### src/rtl/imem_port_arbiter.sv
// Shares the single instruction-memory port between fetch (read-only) and a program loader (read/write).
// Optional IMEM_BOOT_HOLD_EN: reset enters BOOT and fetch is held until the loader raises ld_boot_done_c.
module imem_port_arbiter #(
  parameter int ADDRESS_SIZE   = 32,
  parameter int DATA_SIZE      = 32,
  parameter int MAX_LOAD_BURST = 8,
  localparam int CNT_W         = $clog2(MAX_LOAD_BURST + 1)
) (
  input  logic                    clock,
  input  logic                    reset_n,
  input  logic                    fetch_req_c,
  input  logic [ADDRESS_SIZE-1:0] fetch_addr,
  output logic [DATA_SIZE-1:0]    fetch_data,
  output logic                    fetch_stall_c,
  input  logic                    ld_req_c,
  input  logic                    ld_we,
  input  logic [ADDRESS_SIZE-1:0] ld_addr,
  input  logic [DATA_SIZE-1:0]    ld_wdata,
  input  logic                    ld_boot_done_c,
  output logic                    ld_gnt_c,
  output logic [DATA_SIZE-1:0]    ld_rdata,
  input  logic [DATA_SIZE-1:0]    im_read_data,
  output logic [ADDRESS_SIZE-1:0] im_read_address,
  output logic                    im_write_enable,
  output logic [DATA_SIZE-1:0]    im_write_data,
  output logic [1:0]              dbg_state_o,
  output logic [CNT_W-1:0]        dbg_burst_cnt_o
);

  // Handshake: the loader holds ld_req_c and its operands until ld_gnt_c; a granted access completes
  // in that same cycle (read data is combinational). Fetch holds its PC while fetch_stall_c is high.

  typedef enum logic [1:0] {
    ST_FETCH = 2'd0,
    ST_LOAD  = 2'd1,
    ST_BOOT  = 2'd2
  } state_e;

`ifdef IMEM_BOOT_HOLD_EN
  localparam state_e RESET_STATE = ST_BOOT;
`else
  localparam state_e RESET_STATE = ST_FETCH;
  logic unused_boot_done;
  assign unused_boot_done = ld_boot_done_c;
`endif

  localparam logic [CNT_W-1:0] CNT_MAX = CNT_W'(MAX_LOAD_BURST);

  state_e           state_q, state_d;
  logic [CNT_W-1:0] burst_cnt_q, burst_cnt_d;
  logic [CNT_W-1:0] cnt_inc;
  logic             loader_sel;

  always_ff @(posedge clock) begin
    if (!reset_n) begin
      state_q     <= RESET_STATE;
      burst_cnt_q <= '0;
    end else begin
      state_q     <= state_d;
      burst_cnt_q <= burst_cnt_d;
    end
  end

  // Only grants made while fetch is waiting count toward the forced yield.
  always_comb begin
    state_d     = state_q;
    burst_cnt_d = burst_cnt_q;
    cnt_inc     = burst_cnt_q + CNT_W'(1);
    case (state_q)
      ST_FETCH: begin
        if (ld_req_c) begin
          state_d     = ST_LOAD;
          burst_cnt_d = '0;
        end
      end
      ST_LOAD: begin
        if (!ld_req_c) begin
          state_d = ST_FETCH;
        end else if (fetch_req_c) begin
          burst_cnt_d = cnt_inc;
          if (cnt_inc == CNT_MAX) state_d = ST_FETCH;
        end
      end
`ifdef IMEM_BOOT_HOLD_EN
      ST_BOOT: begin
        if (ld_boot_done_c) state_d = ST_FETCH;
      end
`endif
      default: state_d = ST_FETCH;
    endcase
  end

  assign loader_sel      = (state_q != ST_FETCH);
  assign im_read_address = loader_sel ? ld_addr : fetch_addr;
  assign ld_gnt_c        = reset_n & loader_sel & ld_req_c;
  assign fetch_stall_c   = loader_sel & fetch_req_c;
  assign im_write_enable = ld_gnt_c & ld_we;
  assign im_write_data   = ld_wdata;
  assign fetch_data      = im_read_data;
  assign ld_rdata        = im_read_data;

  assign dbg_state_o     = state_q;
  assign dbg_burst_cnt_o = burst_cnt_q;

endmodule

### config.mk
export PLATFORM = sky130hd
export DESIGN_NAME = imem_port_arbiter
export DESIGN_NICKNAME = d
export VERILOG_FILES = /design/src/rtl/imem_port_arbiter.sv
export SDC_FILE = /design/constraint.sdc
export NUM_CORES = 1
export LEC_CHECK = 0
export BUFFER_PORTS_ARGS = -buffer_cell sky130_fd_sc_hd__buf_2
export CORE_AREA = 2 2 107 109
export CTS_CLUSTER_SIZE = 28
export DETAILED_ROUTE_END_ITERATION = 10
export DIE_AREA = 0 0 109 111
export PLACE_DENSITY = 0.52
export SYNTH_ARGS = -nofsm -noshare
export SYNTH_HDL_FRONTEND = slang
export SYNTH_SLANG_ARGS = --single-unit
export TNS_END_PERCENT = 20
### constraint.sdc
create_clock -name clock -period 1.2 [get_ports clock]
set_input_delay 0.06 -clock clock [delete_from_list [all_inputs] [get_ports clock]]
set_output_delay 0.06 -clock clock [all_outputs]
set_load 0.02 [all_outputs]
Yosys cells after proc, flatten, opt, wreduce, memory -nomap -nowiden
Cells that the tools add are included.
{"block": "word_totals", "register_bits": 6, "latchBits": 0, "ram_bits": 0, "mem_bits_ro": 0, "in_bits": 134, "output_inout_bits": 137, "elab_cells": 29, "memories": 0}
{"block": "classes", "add_sub_neg": 1, "n_mul": 0, "div_mod_pow": 0, "n_lt_le_gt_ge": 0, "eq_ne": 7, "shift": 0, "n_mux": 10, "bitwise_logic": 4, "n_reduce_logical": 5}
{"cell": "$mux 32", "count": 1}
{"cell": "$mux 4", "count": 3}
{"cell": "$mux 2", "count": 4}
{"cell": "$pmux 4 s2", "count": 1}
{"cell": "$ne 2x2->1 const B", "count": 3}
{"cell": "$ne 3x3->1 const B", "count": 2}
{"cell": "$add 4x1->4 const B", "count": 1}
{"cell": "$and 1x1->1", "count": 4}
{"cell": "$eq 4x4->1 const B", "count": 1}
{"cell": "$pmux 2 s2", "count": 1}
{"cell": "$reduce_and 4->1", "count": 1}
{"cell": "$reduce_bool 2->1", "count": 2}
{"cell": "$reduce_and 3->1", "count": 1}
{"cell": "$eq 2x1->1 const B", "count": 1}
{"cell": "$logic_not 2->1", "count": 1}

Logic depth before layout (Yosys ltp)
{"block": "logic_depth", "depth_word": 6, "ltp_mapped": 5, "ltp_nobuf": 4}

Least setup slack after synthesis
No wires, ideal clock.
{"block": "synth_timing", "path_type": "register to output", "from": "reg state_q[0], in the netlist dbg_state_o[0]", "to": "out im_read_address[10]", "arrival_ns": 1.173, "required_time_ns": 1.140, "path_slack_ns": -0.033, "path_stages_with_launch": 4, "n_path_buf": 2, "cell_sequence": "dfxtp_1 -> buf_2 -> buf_2 -> mux2_2"}
{"block": "synth_between", "elab_chain_len": 2}
{"item": "start, declared", "line": "49", "rtl": "state_e state_q, state_d;"}
{"item": "start signal, assigned", "line": "59", "rtl": "state_q <= state_d;"}
{"item": "$reduce_bool 2->1", "line": "93", "rtl": "assign loader_sel = (state_q != ST_FETCH);"}
{"item": "$mux 32", "line": "94", "rtl": "assign im_read_address = loader_sel ? ld_addr : fetch_addr;"}
{"item": "end, declared", "line": "23", "rtl": "output logic [ADDRESS_SIZE-1:0] im_read_address,"}
No other way between the ends.

Worst setup path in the final report
{"block": "layout_timing", "from": "reg state_q[0], in the netlist dbg_state_o[0]", "to": "out im_read_address[19]"}
Same word-level chain as after synthesis.

==> run metrics <==
Core Area between 10,000 and 15,000 um^2; Residual DRC 0; sum of negative setup slack -5.01 ns; Worst Clk Skew 0.000850 ns; CP max FO 9; Die Height between 100 and 150 um; Final nets between 300 and 400; MaxCap Viol Count 0; PD cells approximately 770 nW/um^2; HP Class input port to primary output; total power 0.00125 W; failing checks setup timing; Initial Utilization about 13%; drt pass-1 iters 2; crit path DAT 1.31 ns; Cell Chain, Critical Path buf_12 -> mux2_2 -> buf_2; setup ws final -0.174 ns; antenna violations before repair 0; Final Util roughly 15%; Post-Syn Nets between 300 and 400; Post-synth EDFFs 0; final RePlAce weighted congestion ~0.67; sequential-to-total area share from yosys stat 7.10%; RSZ-0062 raised after global routing yes; CTS tree built; final setup violation count 34; Final Non-Filler Cells roughly 330; Synth area leader buf_4; Avg WL per Cell 12.2 um; share of the synthesized area in the top cell type roughly 53%; dpl hpwl about 2.8 mm; # IOs between 200 and 300; Leak 0.793 nW; H-tree Lvls 1; worst path required time about 1.1 ns; Post-synth top cells buf_4 (99), mux2_2 (32), dfxtp_1 (5); Final min period approximately 1.4 ns; fmax approximately 730 MHz; Die Area 12,100 um^2; clock root cell clkbuf_16; fill count roughly 1.3k; cell with the most instances after synthesis buf_4; CP Class flop to primary output; Num CTS Buffers 3; share of cells above drive strength 1 between 80% and 90%; largest net degree at the start of global routing 34; maximum VDD drop ~350 uV; number of diodes 0; Crit path largest cell delay 0.41 ns; Slowest-stage cell, CP dfxtp_4; hold violation count in the final report 0; Rows 39; detail-routed via count per cell roughly 3.4; placed insts 320; Setup crit end kind primary output; antenna viol nets, final 0; via count between 1k and 1.5k; period utilisation layout 114%; Post-synth top flop dfxtp_1; Slew Limit Fails 0; Synth Warn # 0; vias in the first global route slightly above 1k; Chip Width about 110 um; status finished with violations; Sink Count 5; All-Layer GR Usage a little under 5%; ys async rst share 0%; post-CTS setup repair buffer count 0; Clk Latency, worst-skew pair 0.22 ns; CTS Buffer Depth 2; Clk pin slew, worst setup/hold paths 0.03 ns; I/O Buffers between 100 and 150; Initial DRC Count between 50 and 60; Mapped Cells 168; R2R Setup Slk 0.04 ns; CP startpoint kind flop; final WL around 4 mm; Placement Setup Slack approximately 0.039 ns; Synth Cell Area around 1400 um^2; grt total ovfl 0; Yosys reg bits 5; most area-consuming cells after synthesis buf_4 (53%), mux2_2 (26%), dfxtp_1 (7.1%); Avg Synthesized Cell Area 8.39 um^2; Synth cell types 23; Area growth, synth to finish 15.5%; first-pass GRT wire length roughly 4.6 mm
[final timing paths]
| check | from | endpoint | cells after the start |
|---|---|---|---|
| worst max register to register | dbg_state_o[0] | dbg_burst_cnt_o[3] | 3 |
| worst min-delay path | ld_wdata[16] | im_write_data[16] | 0 |
| worst max-delay path | dbg_state_o[0] | im_read_address[19] | 3 |
| worst min register to register | dbg_burst_cnt_o[1] | dbg_burst_cnt_o[1] | 2 |
[registers in the layout, indices dropped and copies added, names as in the netlist]
register         flops
dbg_burst_cnt_o      4
dbg_state_o          1
[cell families after synthesis]
| group | Yosys count | share of synthesized area (%) |
|---|---|---|
| and+or+nand+nor | 18 | 7.90 |
| adders and majority gates | 1 | 0.887 |
| other | 1 | 0.266 |
| xor gates and xnor gates | 1 | 0.621 |
| AOI/OAI and AO/OA | 8 | 3.90 |
| buffers and inverters | 102 | 53.8 |
| DFF | 5 | 7.10 |
| muxes | 32 | 25.6 |
[worst max-delay path: cells and delay by family, from the launching register on]
| family | cells | cell delay (ns) |
|---|---|---|
| buf+inv | 2 | 0.32 |
| flops | 1 | 0.41 |
| mux | 1 | 0.35 |
[cell type report]
cell class                      count  area, um^2  area share [%]
Sequential cell                     5         106            6.53
Timing Repair Buffer              114         683            41.9
Clock buffer                        4        78.8            4.84
Multi-Input combinational cell     61         582            35.7
Tap cell                          143         179            11.0
[metrics by stage]
stage / hold slack [ns] / cell area [um^2]
after floorplan: 0.177 / 1410
after global routing: 0.120 / 1630
after global placement: 0.120 / 1410
after CTS: 0.120 / 1500
after detailed placement: 0.120 / 1410
final: 0.120 / 1630
[placed cells by master, fill, tap and decap left out]
| cell | netlist | final |
|---|---|---|
| or4b_1 | 1 | 1 |
| buf_4 | 99 | 3 |
| nand3b_1 | 2 | 2 |
| dfxtp_1 | 5 | 2 |
| a31oi_1 | 1 | 1 |
| nand2_1 | 3 | 3 |
| nand3_1 | 2 | 2 |
| clkbuf_1 | 0 | 1 |
| a41oi_1 | 1 | 1 |
| ha_1 | 1 | 1 |
| buf_12 | 0 | 1 |
| mux2_2 | 32 | 25 |
| mux2_4 | 0 | 7 |
| o21ai_0 | 2 | 2 |
| conb_1 | 1 | 1 |
| dfxtp_2 | 0 | 2 |
| o21a_1 | 1 | 1 |
| buf_2 | 3 | 100 |
| nand4_1 | 2 | 2 |
| a21boi_0 | 3 | 3 |
| nor2b_1 | 1 | 1 |
| clkbuf_16 | 0 | 5 |
| xnor2_1 | 1 | 1 |
| buf_6 | 0 | 8 |
| nor2_1 | 1 | 1 |
| and4b_1 | 1 | 1 |
| and3_4 | 0 | 1 |
| dfxtp_4 | 0 | 1 |
| nand2b_1 | 2 | 2 |
| and2_1 | 2 | 2 |
[power by group]
group / internal [W] / switching (W)
clock: 0.000440 / 0.000103
sequential: 0.000169 / 0.00000756
combinational: 0.000279 / 0.000252
[what timing repair did]
item	in CTS	in global routing
gates resized for setup	4	22
hold buffers	0	0
setup endpoints to repair	33	35
cloned	0	3
[per-layer routing]
metal  part of all wire [%]  vias up  global-route usage (%)
li1                       -      493                       -
met1                     32      482                    3.92
met2                     51       88                    8.70
met3                     12       42                    2.06
met4                    4.4        0                    3.85
met5                      0        -                       0
Power figures use the tool's default switching activity.
